<file path="src/rtl/psram_pkg.sv">
// -----------------------------------------------------------------------------
// psram_pkg
// Shared definitions for the asynchronous-mode PSRAM controller:
//   - address / data widths of the PSRAM word interface
//   - default timing constants (in clk cycles)
//   - controller state encoding
//   - small elaboration-time helpers used to size counters
// -----------------------------------------------------------------------------
package psram_pkg;

   localparam int ADDR_W = 23;
   localparam int DATA_W = 16;

   localparam int DEF_RD_CYCLES      = 6;
   localparam int DEF_WR_CYCLES      = 6;
   localparam int DEF_GAP_CYCLES     = 1;
   localparam int DEF_RECOVERY       = 2;
   localparam int DEF_BURST_LEN      = 4;
   localparam int DEF_POWERUP_CYCLES = 7500;

   typedef enum logic [2:0] {
      INIT,
      IDLE,
      RD,
      WR,
      GAP,
      RECOV
   } state_e;

   function automatic int max2(input int a, input int b);
      return (a > b) ? a : b;
   endfunction

   // Bits needed to hold the values 0 .. max_val-1.
   function automatic int cnt_w(input int max_val);
      return (max_val < 2) ? 1 : $clog2(max_val);
   endfunction

endpackage

</file>
<file path="src/rtl/psram_controller_if.sv">
// -----------------------------------------------------------------------------
// psram_controller_if
// Request/response bus between the arbiter (master) and the PSRAM
// controller (slave).
//   app_data_out  write data, sampled at the start of each write word
//   app_addr      word address, sampled at acceptance
//   app_wr/app_rd request levels (write wins when both are high)
//   app_ub/app_lb byte-lane enables, active high, sampled at acceptance
//   app_burst     1 = burst request, 0 = single word
//   op_begun      1-cycle pulse: request accepted
//   data_ok       1-cycle pulse per completed word
//   op_finished   1-cycle pulse together with the last data_ok
//   rd_data       last word read
//   ctrl_good     power-up complete
// -----------------------------------------------------------------------------
interface psram_controller_if;
   import psram_pkg::*;

   logic [DATA_W-1:0] app_data_out;
   logic [ADDR_W-1:0] app_addr;
   logic              app_wr;
   logic              app_rd;
   logic              app_ub;
   logic              app_lb;
   logic              app_burst;
   logic              op_begun;
   logic              data_ok;
   logic              op_finished;
   logic [DATA_W-1:0] rd_data;
   logic              ctrl_good;

   modport master (
      output app_data_out, app_addr, app_wr, app_rd, app_ub, app_lb, app_burst,
      input  op_begun, data_ok, op_finished, rd_data, ctrl_good
   );

   modport slave (
      input  app_data_out, app_addr, app_wr, app_rd, app_ub, app_lb, app_burst,
      output op_begun, data_ok, op_finished, rd_data, ctrl_good
   );

endinterface

</file>
<file path="src/rtl/psram_timer.sv">
// -----------------------------------------------------------------------------
// psram_timer
// Loadable down-counter that stops at zero. Shared by the power-up wait,
// the per-word access time, the inter-word gap and the recovery time.
//   clk, reset_n  clock, asynchronous active-low reset (count = RESET_VAL)
//   load          load load_val this cycle (takes priority over counting)
//   load_val      value to load
//   count         current count
//   done          count has reached zero
// A load of N-1 therefore yields N clocks before the owning state sees done
// on its final edge.
// -----------------------------------------------------------------------------
module psram_timer #(
   parameter int unsigned     W         = 13,
   parameter logic [W-1:0]    RESET_VAL = '0
) (
   input  logic         clk,
   input  logic         reset_n,
   input  logic         load,
   input  logic [W-1:0] load_val,
   output logic [W-1:0] count,
   output logic         done
);

   logic [W-1:0] count_q;
   logic [W-1:0] count_d;

   always_comb begin
      count_d = count_q;
      if (load) begin
         count_d = load_val;
      end else if (count_q != '0) begin
         count_d = count_q - 1'b1;
      end
   end

   always_ff @(posedge clk or negedge reset_n) begin
      if (!reset_n) begin
         count_q <= RESET_VAL;
      end else begin
         count_q <= count_d;
      end
   end

   assign count = count_q;
   assign done  = (count_q == '0);

endmodule

</file>
<file path="src/rtl/psram_controller.sv">
// -----------------------------------------------------------------------------
// psram_controller
// Memory-side responder for the arbiter request bus. Accepts one single-word
// or burst read/write request at a time and sequences asynchronous-mode
// PSRAM pin timing for it.
//   clk, reset_n  clock, asynchronous active-low reset
//   app           request/response bus (slave side)
//   mem_addr      PSRAM word address
//   mem_dq_i      data from the pads
//   mem_dq_o      data to the pads, mem_dq_oe = 1 drives the pads
//   mem_ce_n, mem_oe_n, mem_we_n, mem_ub_n, mem_lb_n   active-low strobes
//   mem_adv_n, mem_clk, mem_cre   tied low (asynchronous mode)
// Every output is a flop, so all outputs fall back to their idle values
// the instant reset_n goes low, even in the middle of an access.
// -----------------------------------------------------------------------------
module psram_controller
   import psram_pkg::*;
#(
   parameter int RD_CYCLES      = DEF_RD_CYCLES,
   parameter int WR_CYCLES      = DEF_WR_CYCLES,
   parameter int GAP_CYCLES     = DEF_GAP_CYCLES,
   parameter int RECOVERY       = DEF_RECOVERY,
   parameter int BURST_LEN      = DEF_BURST_LEN,
   parameter int POWERUP_CYCLES = DEF_POWERUP_CYCLES
) (
   input  logic              clk,
   input  logic              reset_n,
   psram_controller_if.slave app,
   output logic [ADDR_W-1:0] mem_addr,
   input  logic [DATA_W-1:0] mem_dq_i,
   output logic [DATA_W-1:0] mem_dq_o,
   output logic              mem_dq_oe,
   output logic              mem_ce_n,
   output logic              mem_oe_n,
   output logic              mem_we_n,
   output logic              mem_ub_n,
   output logic              mem_lb_n,
   output logic              mem_adv_n,
   output logic              mem_clk,
   output logic              mem_cre
);

   localparam int TMR_MAX = max2(max2(max2(POWERUP_CYCLES, RD_CYCLES),
                                      max2(WR_CYCLES, GAP_CYCLES)), RECOVERY);
   localparam int TW = cnt_w(TMR_MAX);
   localparam int IW = cnt_w(BURST_LEN);

   localparam logic [TW-1:0] T_POWERUP = TW'(POWERUP_CYCLES - 1);
   localparam logic [TW-1:0] T_RD      = TW'(RD_CYCLES - 1);
   localparam logic [TW-1:0] T_WR      = TW'(WR_CYCLES - 1);
   localparam logic [TW-1:0] T_GAP     = TW'(GAP_CYCLES - 1);
   localparam logic [TW-1:0] T_REC     = TW'(RECOVERY - 1);
   localparam logic [IW-1:0] LAST_IDX  = IW'(BURST_LEN - 1);

   state_e            state_q, state_d;
   logic              ctrl_good_q, ctrl_good_d;
   logic              op_begun_q, op_begun_d;
   logic              data_ok_q, data_ok_d;
   logic              op_finished_q, op_finished_d;
   logic [DATA_W-1:0] rd_data_q, rd_data_d;
   logic [ADDR_W-1:0] addr_q, addr_d;
   logic [DATA_W-1:0] dq_o_q, dq_o_d;
   logic              dq_oe_q, dq_oe_d;
   logic              ce_n_q, ce_n_d;
   logic              oe_n_q, oe_n_d;
   logic              we_n_q, we_n_d;
   logic              ub_n_q, ub_n_d;
   logic              lb_n_q, lb_n_d;

   // Request fields captured at acceptance; held for the whole operation.
   logic [ADDR_W-1:0] base_q, base_d;
   logic              ub_req_q, ub_req_d;
   logic              lb_req_q, lb_req_d;
   logic              burst_q, burst_d;
   logic              is_wr_q, is_wr_d;
   logic [IW-1:0]     idx_q, idx_d;

   logic              tmr_load;
   logic [TW-1:0]     tmr_val;
   logic [TW-1:0]     tmr_cnt;
   logic              tmr_done;

   // Word start/end requests raised by the state decode, applied once below.
   logic              start_word;
   logic              start_wr;
   logic [ADDR_W-1:0] start_addr;
   logic              start_ub;
   logic              start_lb;
   logic              end_word;

   psram_timer #(
      .W         (TW),
      .RESET_VAL (T_POWERUP)
   ) u_timer (
      .clk      (clk),
      .reset_n  (reset_n),
      .load     (tmr_load),
      .load_val (tmr_val),
      .count    (tmr_cnt),
      .done     (tmr_done)
   );

   always_comb begin
      state_d       = state_q;
      ctrl_good_d   = ctrl_good_q;
      op_begun_d    = 1'b0;
      data_ok_d     = 1'b0;
      op_finished_d = 1'b0;
      rd_data_d     = rd_data_q;
      addr_d        = addr_q;
      dq_o_d        = dq_o_q;
      dq_oe_d       = dq_oe_q;
      ce_n_d        = ce_n_q;
      oe_n_d        = oe_n_q;
      we_n_d        = we_n_q;
      ub_n_d        = ub_n_q;
      lb_n_d        = lb_n_q;
      base_d        = base_q;
      ub_req_d      = ub_req_q;
      lb_req_d      = lb_req_q;
      burst_d       = burst_q;
      is_wr_d       = is_wr_q;
      idx_d         = idx_q;
      tmr_load      = 1'b0;
      tmr_val       = '0;
      start_word    = 1'b0;
      start_wr      = 1'b0;
      start_addr    = '0;
      start_ub      = 1'b0;
      start_lb      = 1'b0;
      end_word      = 1'b0;

      case (state_q)
         INIT: begin
            // The timer comes out of reset preloaded with the power-up count.
            if (tmr_done) begin
               state_d     = IDLE;
               ctrl_good_d = 1'b1;
            end
         end
         IDLE: begin
            if (app.app_wr || app.app_rd) begin
               base_d     = app.app_addr;
               ub_req_d   = app.app_ub;
               lb_req_d   = app.app_lb;
               burst_d    = app.app_burst;
               is_wr_d    = app.app_wr;
               idx_d      = '0;
               op_begun_d = 1'b1;
               start_word = 1'b1;
               start_wr   = app.app_wr;
               start_addr = app.app_addr;
               start_ub   = app.app_ub;
               start_lb   = app.app_lb;
            end
         end
         RD: begin
            if (tmr_done) begin
               rd_data_d = mem_dq_i;
               end_word  = 1'b1;
            end
         end
         WR: begin
            // Release WE# one clock early so the last cycle of the word is a
            // hold cycle with address and data still driven.
            if (tmr_cnt == TW'(1)) begin
               we_n_d = 1'b1;
            end
            if (tmr_done) begin
               end_word = 1'b1;
            end
         end
         GAP: begin
            if (tmr_done) begin
               start_word = 1'b1;
               start_wr   = is_wr_q;
               start_addr = base_q + ADDR_W'(idx_q);
               start_ub   = ub_req_q;
               start_lb   = lb_req_q;
            end
         end
         RECOV: begin
            // Requests are ignored here so a requester that drops its level
            // one cycle late cannot retrigger the finished operation.
            if (tmr_done) begin
               state_d = IDLE;
            end
         end
         default: begin
            state_d = INIT;
         end
      endcase

      if (start_word) begin
         state_d  = start_wr ? WR : RD;
         addr_d   = start_addr;
         ce_n_d   = 1'b0;
         oe_n_d   = start_wr;
         we_n_d   = ~start_wr;
         ub_n_d   = ~start_ub;
         lb_n_d   = ~start_lb;
         dq_oe_d  = start_wr;
         if (start_wr) begin
            dq_o_d = app.app_data_out;
         end
         tmr_load = 1'b1;
         tmr_val  = start_wr ? T_WR : T_RD;
      end

      if (end_word) begin
         ce_n_d    = 1'b1;
         oe_n_d    = 1'b1;
         we_n_d    = 1'b1;
         ub_n_d    = 1'b1;
         lb_n_d    = 1'b1;
         dq_oe_d   = 1'b0;
         data_ok_d = 1'b1;
         tmr_load  = 1'b1;
         if (burst_q && (idx_q != LAST_IDX)) begin
            state_d = GAP;
            idx_d   = idx_q + 1'b1;
            tmr_val = T_GAP;
         end else begin
            state_d       = RECOV;
            op_finished_d = 1'b1;
            tmr_val       = T_REC;
         end
      end
   end

   always_ff @(posedge clk or negedge reset_n) begin
      if (!reset_n) begin
         state_q       <= INIT;
         ctrl_good_q   <= 1'b0;
         op_begun_q    <= 1'b0;
         data_ok_q     <= 1'b0;
         op_finished_q <= 1'b0;
         rd_data_q     <= '0;
         addr_q        <= '0;
         dq_o_q        <= '0;
         dq_oe_q       <= 1'b0;
         ce_n_q        <= 1'b1;
         oe_n_q        <= 1'b1;
         we_n_q        <= 1'b1;
         ub_n_q        <= 1'b1;
         lb_n_q        <= 1'b1;
         base_q        <= '0;
         ub_req_q      <= 1'b0;
         lb_req_q      <= 1'b0;
         burst_q       <= 1'b0;
         is_wr_q       <= 1'b0;
         idx_q         <= '0;
      end else begin
         state_q       <= state_d;
         ctrl_good_q   <= ctrl_good_d;
         op_begun_q    <= op_begun_d;
         data_ok_q     <= data_ok_d;
         op_finished_q <= op_finished_d;
         rd_data_q     <= rd_data_d;
         addr_q        <= addr_d;
         dq_o_q        <= dq_o_d;
         dq_oe_q       <= dq_oe_d;
         ce_n_q        <= ce_n_d;
         oe_n_q        <= oe_n_d;
         we_n_q        <= we_n_d;
         ub_n_q        <= ub_n_d;
         lb_n_q        <= lb_n_d;
         base_q        <= base_d;
         ub_req_q      <= ub_req_d;
         lb_req_q      <= lb_req_d;
         burst_q       <= burst_d;
         is_wr_q       <= is_wr_d;
         idx_q         <= idx_d;
      end
   end

   assign app.op_begun    = op_begun_q;
   assign app.data_ok     = data_ok_q;
   assign app.op_finished = op_finished_q;
   assign app.rd_data     = rd_data_q;
   assign app.ctrl_good   = ctrl_good_q;

   assign mem_addr  = addr_q;
   assign mem_dq_o  = dq_o_q;
   assign mem_dq_oe = dq_oe_q;
   assign mem_ce_n  = ce_n_q;
   assign mem_oe_n  = oe_n_q;
   assign mem_we_n  = we_n_q;
   assign mem_ub_n  = ub_n_q;
   assign mem_lb_n  = lb_n_q;
   assign mem_adv_n = 1'b0;
   assign mem_clk   = 1'b0;
   assign mem_cre   = 1'b0;

endmodule

</file>
<file path="src/flat_wrapper.sv">
// flat-port wrapper written by rule: the top's interface ports become plain ports
module psram_controller_flat import psram_pkg::*;
#(
   parameter int RD_CYCLES      = DEF_RD_CYCLES,
   parameter int WR_CYCLES      = DEF_WR_CYCLES,
   parameter int GAP_CYCLES     = DEF_GAP_CYCLES,
   parameter int RECOVERY       = DEF_RECOVERY,
   parameter int BURST_LEN      = DEF_BURST_LEN,
   parameter int POWERUP_CYCLES = DEF_POWERUP_CYCLES
)
  (clk, reset_n, mem_addr, mem_dq_i, mem_dq_o, mem_dq_oe, mem_ce_n, mem_oe_n, mem_we_n, mem_ub_n, mem_lb_n, mem_adv_n, mem_clk, mem_cre, app_app_data_out, app_app_addr, app_app_wr, app_app_rd, app_app_ub, app_app_lb, app_app_burst, app_op_begun, app_data_ok, app_op_finished, app_rd_data, app_ctrl_good);
  psram_controller_if app_i ();
  input  logic clk;
  input  logic reset_n;
  output logic [ADDR_W-1:0] mem_addr;
  input  logic [DATA_W-1:0] mem_dq_i;
  output logic [DATA_W-1:0] mem_dq_o;
  output logic mem_dq_oe;
  output logic mem_ce_n;
  output logic mem_oe_n;
  output logic mem_we_n;
  output logic mem_ub_n;
  output logic mem_lb_n;
  output logic mem_adv_n;
  output logic mem_clk;
  output logic mem_cre;
  input wire logic [$bits(app_i.app_data_out)-1:0] app_app_data_out;
  input wire logic [$bits(app_i.app_addr)-1:0] app_app_addr;
  input wire logic [$bits(app_i.app_wr)-1:0] app_app_wr;
  input wire logic [$bits(app_i.app_rd)-1:0] app_app_rd;
  input wire logic [$bits(app_i.app_ub)-1:0] app_app_ub;
  input wire logic [$bits(app_i.app_lb)-1:0] app_app_lb;
  input wire logic [$bits(app_i.app_burst)-1:0] app_app_burst;
  output wire logic [$bits(app_i.op_begun)-1:0] app_op_begun;
  output wire logic [$bits(app_i.data_ok)-1:0] app_data_ok;
  output wire logic [$bits(app_i.op_finished)-1:0] app_op_finished;
  output wire logic [$bits(app_i.rd_data)-1:0] app_rd_data;
  output wire logic [$bits(app_i.ctrl_good)-1:0] app_ctrl_good;
  assign app_i.app_data_out = app_app_data_out;
  assign app_i.app_addr = app_app_addr;
  assign app_i.app_wr = app_app_wr;
  assign app_i.app_rd = app_app_rd;
  assign app_i.app_ub = app_app_ub;
  assign app_i.app_lb = app_app_lb;
  assign app_i.app_burst = app_app_burst;
  assign app_op_begun = app_i.op_begun;
  assign app_data_ok = app_i.data_ok;
  assign app_op_finished = app_i.op_finished;
  assign app_rd_data = app_i.rd_data;
  assign app_ctrl_good = app_i.ctrl_good;
  psram_controller #(.RD_CYCLES(RD_CYCLES), .WR_CYCLES(WR_CYCLES), .GAP_CYCLES(GAP_CYCLES), .RECOVERY(RECOVERY), .BURST_LEN(BURST_LEN), .POWERUP_CYCLES(POWERUP_CYCLES)) u_core (.clk(clk), .reset_n(reset_n), .app(app_i), .mem_addr(mem_addr), .mem_dq_i(mem_dq_i), .mem_dq_o(mem_dq_o), .mem_dq_oe(mem_dq_oe), .mem_ce_n(mem_ce_n), .mem_oe_n(mem_oe_n), .mem_we_n(mem_we_n), .mem_ub_n(mem_ub_n), .mem_lb_n(mem_lb_n), .mem_adv_n(mem_adv_n), .mem_clk(mem_clk), .mem_cre(mem_cre));
endmodule
</file>
<file path="config.mk">
export PLATFORM = sky130hd
export DESIGN_NAME = psram_controller_flat
export DESIGN_NICKNAME = d
export VERILOG_FILES = /design/src/rtl/psram_pkg.sv /design/src/rtl/psram_controller_if.sv /design/src/rtl/psram_timer.sv /design/src/rtl/psram_controller.sv /design/src/flat_wrapper.sv
export SDC_FILE = /design/constraint.sdc
export NUM_CORES = 1
export LEC_CHECK = 0
export BUFFER_PORTS_ARGS = -buffer_cell sky130_fd_sc_hd__buf_2
export CAP_MARGIN = 15
export CELL_PAD_IN_SITES_DETAIL_PLACEMENT = 2
export CELL_PAD_IN_SITES_GLOBAL_PLACEMENT = 2
export CORE_UTILIZATION = 33
export DETAILED_ROUTE_END_ITERATION = 10
export GPL_ROUTABILITY_DRIVEN = 0
export HOLD_SLACK_MARGIN = 0.08
export PLACE_DENSITY = 0.85
export SLEW_MARGIN = 20
export SYNTH_ARGS = -nofsm -noshare
export SYNTH_HDL_FRONTEND = slang
export SYNTH_HIERARCHICAL = 1
export SYNTH_SLANG_ARGS = --single-unit
</file>
<file path="constraint.sdc">
create_clock -name clk -period 3.75 [get_ports clk]
set_input_delay 0.5625 -clock clk [delete_from_list [all_inputs] [get_ports clk]]
set_output_delay 0.5625 -clock clk [all_outputs]
set_load 0.01 [all_outputs]
</file>
== After elaboration in Yosys (flattened, before gate mapping) ==
Index checks and enable logic that the tools add are counted.
W data, S select, Z words.
Word-level totals
  bits in registers: 110
  latch bits: 0
  memory bits (writable): 0
  bits in read-only memories: 0
  logic and storage cells: 104
  memories: 0
Operators by class
  add/sub/neg operators: 3
  multiply operators: 0
  divide/modulo/power cells: 0
  order comparisons: 0
  equal/unequal tests: 9
  shifts and indexed selects: 0
  muxes and demuxes: 50
  bitwise logic cells: 3
  reduce and logical (&&, ||, !) cells: 18
Operators with widths (count)
  $mux W23: 2
  $pmux W23 S2: 1
  $mux W13: 3
  $mux W1: 31
  $add A23 B2 Y23: 1
  $eq A13 B1 Y1 const B: 1
  $logic_not A13 Y1: 1
  $reduce_bool A13 Y1: 1
  $sub A13 B1 Y13 const B: 1
  $mux W3: 4
  $reduce_and A2 Y1: 6
  $mux W2: 4
  $pmux W1 S2: 4
  $eq A3 B2 Y1 const B: 2
  $eq A3 B3 Y1 const B: 2
  $pmux W3 S2: 1
  $reduce_bool A3 Y1: 2
  $ne A4 B1 Y1 const B: 1
  $reduce_bool A2 Y1: 2
  $reduce_or A2 Y1: 2
  $reduce_or A4 Y1: 1
  $eq A3 B1 Y1 const B: 1
  $logic_not A3 Y1: 1
  $ne A3 B1 Y1 const B: 1
  other kinds (5): 7

== Longest topological paths before layout ==
Gate-level depths: netlist (run 1).
  depth after elaboration: 6
  mapped depth: 14
  mapped depth without buffers: 12

== By module ==
Netlist (run 1), hierarchy kept.
By module, submodules not included
  psram_controller: instances 1, cells each 411, area each 4456.8 sq um, sequential area each 2433.6 sq um
  psram_timer: instances 1, cells each 82, area each 777.0 sq um, sequential area each 335.3 sq um

== Least setup slack after synthesis (run 1) ==
No wires, ideal clock.
  path type: register to register
  start point: register u_core.u_timer.count_q[5] (netlist: u_core/u_timer/count[5])
  end point: register u_core.u_timer.count_q[2] (netlist: u_core/u_timer/count[2])
  library setup time: 95 ps
  data arrival time: 2563 ps
  data required time: 3655 ps
  slack: 1091 ps
  stages on the path, launching flop included: 13
  path buffers: 4
  period minus slack after synthesis: 2659 ps
  cells stage by stage: dfrtp_1 nor4_2 nand4b_1 inv_2 buf_2 nor4bb_1 buf_2 nor3_2 inv_1 buf_1 clkbuf_1 nand2_1 o31ai_1
On the way
  word-level cells in the longest chain between the ends: 6
Ends and longest elaborated chain
  start, declared: line psram_timer.sv:25  | logic [W-1:0] count_q;
  start signal, assigned: line psram_timer.sv:41  | count_q <= count_d;
  $logic_not A13 Y1 (*): line psram_timer.sv:46  | assign done = (count_q == '0);
  named net u_core.tmr_done: line psram_controller.sv:81  | logic tmr_done;
  $mux W1 (*): line psram_controller.sv:158, psram_controller.sv:169, psram_controller.sv:174
  $pmux W1 S2: line psram_controller.sv:133  | case (state_q)
  $mux W1: line psram_controller.sv:194  | if (start_word) begin
  $mux W1 (*): line psram_controller.sv:210  | if (end_word) begin
  named net u_core.tmr_load: line psram_controller.sv:78  | logic tmr_load;
  $mux W13 / $reduce_bool A2 Y1 (equally long branches)
The timed path passes the listed nets; every way through them passes the cells marked *.
A chain may end at the register's enable or synchronous reset.

== Worst setup path after layout (run 1) ==
  start point: register u_core.u_timer.count_q[4] (netlist: u_core/u_timer/count[4])
  end point: register u_core.u_timer.count_q[4] (netlist: u_core/u_timer/count[4])
Same word-level chain as after synthesis.

==> results of run 1 <==
-- cells by family (layout without fill, tap and decap cells) --
family          Yosys count  after routing  synth area share
mux                      35             35            0.0748
flops                   110            110             0.529
fa+ha+maj                 6              6            0.0158
xor+xnor                 24             24            0.0402
buf+inv                  39            163            0.0359
simple gates            210            210             0.205
compound gates           68             68            0.0983
other cells               1             14          0.000717
-- cell type report --
| class | instances | area (um2) | area share |
|---|---|---|---|
| clock buffer | 9 | 225 | 0.0350 |
| clock inverter | 7 | 80.1 | 0.0124 |
| inverter | 11 | 41.3 | 0.00642 |
| multi-input combinational | 357 | 2340 | 0.364 |
| sequential | 110 | 2770 | 0.430 |
| tap | 211 | 264 | 0.0410 |
| timing repair buffer | 136 | 712 | 0.111 |
-- cell usage in the layout (no fill, tap or decap), types with 6 or more instances in the layout --
| cell | count |
|---|---|
| xnor2_1 | 18 |
| nor4_1 | 15 |
| conb_1 | 14 |
| buf_2 | 125 |
| nor2_1 | 12 |
| a21o_1 | 6 |
| o21ai_0 | 13 |
| xor2_1 | 6 |
| dfstp_2 | 13 |
| nand2_1 | 114 |
| clkbuf_16 | 9 |
| dfrtp_1 | 97 |
| o211ai_1 | 14 |
| nand3_1 | 11 |
| buf_4 | 10 |
| nor3_1 | 8 |
| mux2_2 | 33 |
| inv_1 | 9 |
-- worst min path at each step --
stage	from	to	depth (start not counted)
CTS	app_app_addr[2]	u_core/base_q[2]$_DFFE_PN0P_	3
global placement	u_core/mem_addr[1]$_DFFE_PN0P_	u_core/mem_addr[1]$_DFFE_PN0P_	2
detailed placement	u_core/mem_ce_n$_DFFE_PN1N_	u_core/mem_ce_n$_DFFE_PN1N_	2
global route	reset_n	u_core/app.op_begun$_DFF_PN0_	1
floorplan	reset_n	u_core/app.ctrl_good$_DFFE_PN0P_	0
finish	reset_n	u_core/app.op_begun$_DFF_PN0_	1
-- registers in the layout, indices dropped and copies added (netlist names), 2 cells and up --
name	count
u_core/app.rd_data	16
u_core/base_q	23
u_core/idx_q	2
u_core/mem_addr	23
u_core/mem_dq_o	16
u_core/state_q	3
u_core/u_timer/count	13
-- power by group --
part,leakage [nW],internal (W),switching (W)
Clock,0.148,0.000527,0.000472
Sequential,1.34,0.00167,0.000502
Combinational,1.56,0.000700,0.000868
Total,3.05,0.00290,0.00184
-- stage by stage --
step / area (um2) / util / cells
4_1_cts: 6430 / 0.420 / 841
5_1_grt: 6440 / 0.420 / 841
6_report: 6440 / 0.420 / 841
3_5_place_dp: 6130 / 0.400 / 825
2_1_floorplan: 5280 / - / 506
3_3_place_gp: 6130 / 0.400 / 825
-- worst max-delay path: stages (launching register included) --
cell	delay, ps
dfrtp_1	480
nor4_2	390
nand4b_1	370
inv_2	310
nor4bb_4	360
buf_4	230
nor3_2	80
inv_1	220
buf_4	260
nor2_1	60
nand3_1	90
o311ai_0	140
-- layer usage --
metal	part of all wire	track usage
met1	0.43	0.272
met5	0	0
met3	0.048	0.0355
met4	0.014	0.0623
met2	0.50	0.363
==> flow_summary_export.csv, run 1 <==
group,metric,value,unit
sta,hold-worst-slack,247,ps
logic_synthesis,synthMostInstantiatedCell,"nand2_1",
floorplanning,area_of_the_placeable_core,0.0153,mm2
floorplanning,ios,130,
sta,rsz0062_at_grt,"false",
worst_setup_path,crit_type,"register to register",
clock_network,cts_inserted_buffers,9,
floorplanning,die_height,128,um
logic_synthesis,yosysSeqAreaShare,0.529,
drt,drt-total-wl,16200,um
logic_synthesis,netlist_top_cells_area,"dfrtp_1, nand2_1, mux2_2",
layout,num-fill-cells,1683,
pwr,pwr_density_cell,737,mW/mm2
layout,antenna-diode-count,0,
global_route,global_route.overflow_total,0,
clock_network,postCtsSetupBuffers,0,
worst_setup_path,r2r_cells,11,
global_route,grt_start_max_net_pins,81,
status,run_status,"completed",
clock_network,cts_max_path_buffers,2,
clock_network,clock_network_latency_to_the_later_pin_of_the_worst_skew_pair,360,ps
logic_synthesis,synthesis.instances,493,
worst_setup_path,worstPathArrival,3370,ps
clock_network,post_cts_resized,0,
worst_setup_path,r2r-start,"u_core/u_timer/count[4]$_DFFE_PN0P_",
logic_synthesis,yosysWarningCount,6,
hold_path,hp-class,"primary input to asynchronous set/reset pin",
worst_setup_path,reg2reg_slack,590,ps
clock_network,cts_sinks,110,
logic_synthesis,yosys_most_used_dff,"dfrtp_1",
floorplanning,initial_core_util,0.342,
logic_synthesis,yosysTopAreaCellShare,0.464,
sta,report.final.hold_viol_count,0,
worst_setup_path,data_required_time_at_the_worst_endpoint,3970,ps
sta,fmax,317,MHz
placed_design,port_buffers,126,
clock_network,holdBufCountCts,0,
global_route,grt_first_pass_wirelength,26400,um
logic_synthesis,synth_area_per_cell,10.6,um2
clock_network,cts_root_buf,"clkbuf_16",
sta,setup_violations,0,
flow_run,timing.max_cap.violations,0,
logic_synthesis,post_synth_most_frequent_cells,"nand2_1, dfrtp_1, mux2_2",
clock_network,clk_transition_reported_paths,80,ps
worst_setup_path,setup.worst_path.end,"u_core/u_timer/count[4]$_DFFE_PN0P_",
worst_setup_path,critPathMaxFanout,14,
drt,drt.antenna.violating_nets,0,
worst_setup_path,crit_path_start_kind,"register",
layout,final_layout_size_suffix_gt1_frac,0.348,
pwr,max-vdd-ir-drop,291,uV
floorplanning,floorplan.rows,45,
sta,worst_clock_skew,8.07,ps
clock_network,cts_tree,"built",
global_route,number_of_antenna_violations_at_the_first_check_in_global_routing,0,
logic_synthesis,number_of_enable_flip_flop_cells_after_synthesis,0,
logic_synthesis,ys_ff_latch,110,
logic_synthesis,synth.cell_area,0.00523,mm2
floorplanning,floorplan_die_area,0.0164,mm2
drt,via_count,4314,
drt,mean_routed_wirelength_per_cell,19.3,um
pwr,total_leakage_power,3.05,nW
placed_design,dp.final_hpwl,11500,um
pwr,fin_total_pwr,0.00474,W
layout,final_net_count,693,
sta,max_slew_margin,0.355,
logic_synthesis,synth_async_sr_flop_share,1.00,
sta,finalCriticalPeriod,3160,ps
sta,setup_total_negative_slack,0,ps
sta,fin_crit_sh,0.842,
global_route,via_count_of_the_first_global_routing_pass,4769,
logic_synthesis,ys_types,68,
global_route,groute.usage.overall,0.211,
worst_setup_path,critical_path.startpoint,"u_core/u_timer/count[4]$_DFFE_PN0P_",
placed_design,dp_slack,680,ps
drt,detailedRoute.firstPassIterationCount,6,
drt,route.detailed.drc,0,
floorplanning,die_w,128,um
worst_setup_path,worst_r2r_endpoint,"u_core/u_timer/count[4]$_DFFE_PN0P_",
clock_network,htree_num_levels,3,
sta,timing.final.ws_setup,594,ps
worst_setup_path,worst_setup_path_end_kind,"register",
sta,timing_max_transition_violations_final,0,
layout,layout_area_overhead,23.0,%
sta,timing_worst_slew_pin_value,959,ps
drt,post_drt_via_cell_ratio,5.13,
drt,dr.first_iter.drc_count,223,
logic_synthesis,yosys.area.top_type,"dfrtp_1",
Note: power is estimated with default switching activity, not from simulation.
==> run 2: changes to the inputs <==
--- a/config.mk
+++ b/config.mk
@@ -5,15 +5,16 @@
 export SDC_FILE = /design/constraint.sdc
 export NUM_CORES = 1
 export LEC_CHECK = 0
+export ABC_AREA = 1
 export BUFFER_PORTS_ARGS = -buffer_cell sky130_fd_sc_hd__buf_2
 export CAP_MARGIN = 15
 export CELL_PAD_IN_SITES_DETAIL_PLACEMENT = 2
 export CELL_PAD_IN_SITES_GLOBAL_PLACEMENT = 2
-export CORE_UTILIZATION = 33
+export CORE_UTILIZATION = 31
 export DETAILED_ROUTE_END_ITERATION = 10
 export GPL_ROUTABILITY_DRIVEN = 0
 export HOLD_SLACK_MARGIN = 0.08
-export PLACE_DENSITY = 0.85
+export PLACE_DENSITY = 0.86
 export SLEW_MARGIN = 20
 export SYNTH_ARGS = -nofsm -noshare
 export SYNTH_HDL_FRONTEND = slang
==> constraint.sdc (replaced) <==
create_clock -name clk -period 3 [get_ports clk]
set_input_delay 0.45 -clock clk [delete_from_list [all_inputs] [get_ports clk]]
set_output_delay 0.45 -clock clk [all_outputs]
set_load 0.01 [all_outputs]
==> flow_summary_export.csv, run 2 <==
group,metric,value,unit
status,run_status,"completed",
drt,mean_routed_wirelength_per_cell,18.3,um
sta,timing_max_transition_violations_final,0,
placed_design,dp.final_hpwl,13900,um
sta,finalCriticalPeriod,2540,ps
layout,finish.cell_count_without_fillers,1020,
logic_synthesis,yosysWarningCount,6,
layout,final_net_count,862,
sta,rsz0062_at_grt,"false",
layout,final_core_utilization,0.394,
logic_synthesis,synth.cell_area,0.00541,mm2
sta,worst_clock_skew,13.8,ps
clock_network,clock_network_latency_to_the_later_pin_of_the_worst_skew_pair,370,ps
worst_setup_path,critPathMaxFanout,11,
logic_synthesis,synth_area_per_cell,8.27,um2
sta,max_slew_margin,0.604,
logic_synthesis,number_of_enable_flip_flop_cells_after_synthesis,0,
clock_network,htree_num_levels,3,
logic_synthesis,yosys.area.top_type,"dfrtp_1",
pwr,clockPowerShare,0.193,
placed_design,port_buffers,126,
global_route,number_of_antenna_violations_at_the_first_check_in_global_routing,1,
sta,setup_total_negative_slack,0,ps
global_route,groute.usage.overall,0.219,
logic_synthesis,yosys_most_used_dff,"dfrtp_1",
clock_network,cts_root_buf,"clkbuf_16",
logic_synthesis,synth_async_sr_flop_share,1.00,
layout,layout_area_overhead,22.3,%
sta,setup_violations,0,
pwr,netSwitchingPower,0.00271,W
layout,layout_common_cells,"nand2_1, buf_2, dfrtp_1, nand3_1, nor2_1",
pwr,p_comb_frac,0.382,
pwr,total_leakage_power,3.41,nW
clock_network,cts_inserted_buffers,9,
global_route,global_route.overflow_total,0,
logic_synthesis,ys_ff_latch,110,
worst_setup_path,crit_path_start_kind,"register",
worst_setup_path,r2r_cells,14,
sta,timing.final.ws_setup,463,ps
drt,drt.antenna.violating_nets,0,
worst_setup_path,worst_setup_path_end_kind,"register",
drt,post_drt_via_cell_ratio,4.94,
floorplanning,initial_core_util,0.322,
logic_synthesis,netlist_top_cells_area,"dfrtp_1, nand2_1, nand3_1",
pwr,max-vdd-ir-drop,337,uV
worst_setup_path,crit_type,"register to register",
worst_setup_path,data_required_time_at_the_worst_endpoint,3300,ps
global_route,grt_first_pass_wirelength,30300,um
pwr,pwr_density_cell,955,mW/mm2
floorplanning,area_of_the_placeable_core,0.0168,mm2
drt,drt-total-wl,18600,um
logic_synthesis,synthesis.instances,655,
global_route,via_count_of_the_first_global_routing_pass,5749,
floorplanning,die_height,134,um
clock_network,holdBufCountCts,0,
floorplanning,floorplan.rows,47,
layout,final_layout_size_suffix_gt1_frac,0.265,
drt,detailedRoute.firstPassIterationCount,4,
pwr,seqPwrFrac,0.425,
placed_design,place.detailed.instances,1003,
floorplanning,floorplan_die_area,0.0180,mm2
sta,hold-worst-slack,70.7,ps
sta,fin_crit_sh,0.846,
global_route,grt_start_max_net_pins,52,
hold_path,hp-class,"primary input to asynchronous set/reset pin",
drt,dr.first_iter.drc_count,239,
worst_setup_path,reg2reg_slack,460,ps
sta,fmax,394,MHz
pwr,power.internal,0.00361,W
sta,report.final.hold_viol_count,0,
clock_network,cts_sinks,110,
clock_network,postCtsSetupBuffers,0,
logic_synthesis,ys_types,35,
clock_network,cts_max_path_buffers,2,
worst_setup_path,worstPathArrival,2830,ps
layout,num-fill-cells,1967,
worst_setup_path,worst_r2r_endpoint,"u_core/u_timer/count[8]$_DFFE_PN1P_",
clock_network,post_cts_resized,0,
logic_synthesis,yosysSeqAreaShare,0.511,
floorplanning,die_w,134,um
clock_network,cts_tree,"built",
drt,via_count,5034,
placed_design,dp_slack,495,ps
logic_synthesis,post_synth_most_frequent_cells,"nand2_1, dfrtp_1, nand3_1",
drt,route.detailed.drc,0,
layout,most_common_cell_after_layout_fill_and_taps_aside,"nand2_1",
logic_synthesis,yosysTopAreaCellShare,0.448,
sta,timing_worst_slew_pin_value,594,ps
worst_setup_path,r2r-start,"u_core/u_timer/count[0]$_DFFE_PN1P_",
logic_synthesis,synthMostInstantiatedCell,"nand2_1",
pwr,sw_frac_of_total,0.429,
floorplanning,ios,130,
clock_network,clk_transition_reported_paths,70,ps
flow_run,timing.max_cap.violations,0,
## run 2: worst max-delay path by stage
stage / slack, ps / end / cells after the start / from
after floorplan: 840 / u_core/u_timer/count[0]$_DFFE_PN1P_ / 14 / u_core/u_timer/count[0]$_DFFE_PN1P_
after global routing: 280 / u_core/u_timer/count[1]$_DFFE_PN1P_ / 14 / u_core/u_timer/count[0]$_DFFE_PN1P_
after CTS: 460 / u_core/u_timer/count[2]$_DFFE_PN0P_ / 14 / u_core/u_timer/count[0]$_DFFE_PN1P_
after detailed placement: 490 / u_core/u_timer/count[8]$_DFFE_PN1P_ / 14 / u_core/u_timer/count[0]$_DFFE_PN1P_
final: 460 / u_core/u_timer/count[8]$_DFFE_PN1P_ / 14 / u_core/u_timer/count[0]$_DFFE_PN1P_
after global placement: 700 / u_core/u_timer/count[2]$_DFFE_PN0P_ / 14 / u_core/u_timer/count[0]$_DFFE_PN1P_
## run 2: critical path: stages, from the launching register on
cell and delay (ps):
dfstp_2 390, inv_1 150, ha_1 220, nand3_1 100, nor2_1 120, nand3_1 80, inv_1 160, inv_2 80
nor3_4 380, nor2_4 90, inv_1 90, inv_1 170, or2_2 330, nand2_1 80, nor2_1 40
## run 2: kinds of logic after synthesis
kind of cell	Yosys count	synth area share
other	1	0.000693
multiplexers	16	0.0402
adder cells (fa/ha/maj)	6	0.0153
buffers and inverters	73	0.0596
flip-flops	110	0.511
AND/OR/NAND/NOR	394	0.316
AO/OA/AOI/OAI	51	0.0504
XOR/XNOR	4	0.00647
## run 2: through the flow
step | instance area [um2] | power (W)
finish | 6620 | 0.00633
CTS | 6620 | 0.00642
global route | 6620 | 0.00682
floorplan | 5460 | 0.00409
global placement | 6330 | 0.00490
detailed placement | 6330 | 0.00512
## run 2: cell type report
class                   instances  area, um2  share of cell area
inverters                      53        199              0.0300
diodes                          1       2.50            0.000378
repair buffers                135        713               0.108
clock buffers                  10        239              0.0361
flip-flops and latches        110       2770               0.418
clock inverters                 6       53.8             0.00812
well taps                     220        275              0.0416
multi-input cells             485       2370               0.358
## run 2: power groups by stage
stage,logic (W),registers (W),clock network [W]
after global placement,0.00224,0.00266,0
after global routing,0.00273,0.00278,0.00131
final,0.00242,0.00269,0.00122
after floorplan,0.00139,0.00270,0
after detailed placement,0.00242,0.00270,0
after CTS,0.00246,0.00270,0.00126
## run 2: routing by layer
layer | routed length (um) | part of all wire | GRT usage | up-vias
met2 | 9760 | 0.52 | 0.394 | 94
met3 | 594 | 0.032 | 0.0336 | 31
met5 | 0 | 0 | 0 | -
met4 | 460 | 0.025 | 0.0893 | 0
met1 | 7820 | 0.42 | 0.260 | 2551
li1 | - | - | - | 2358
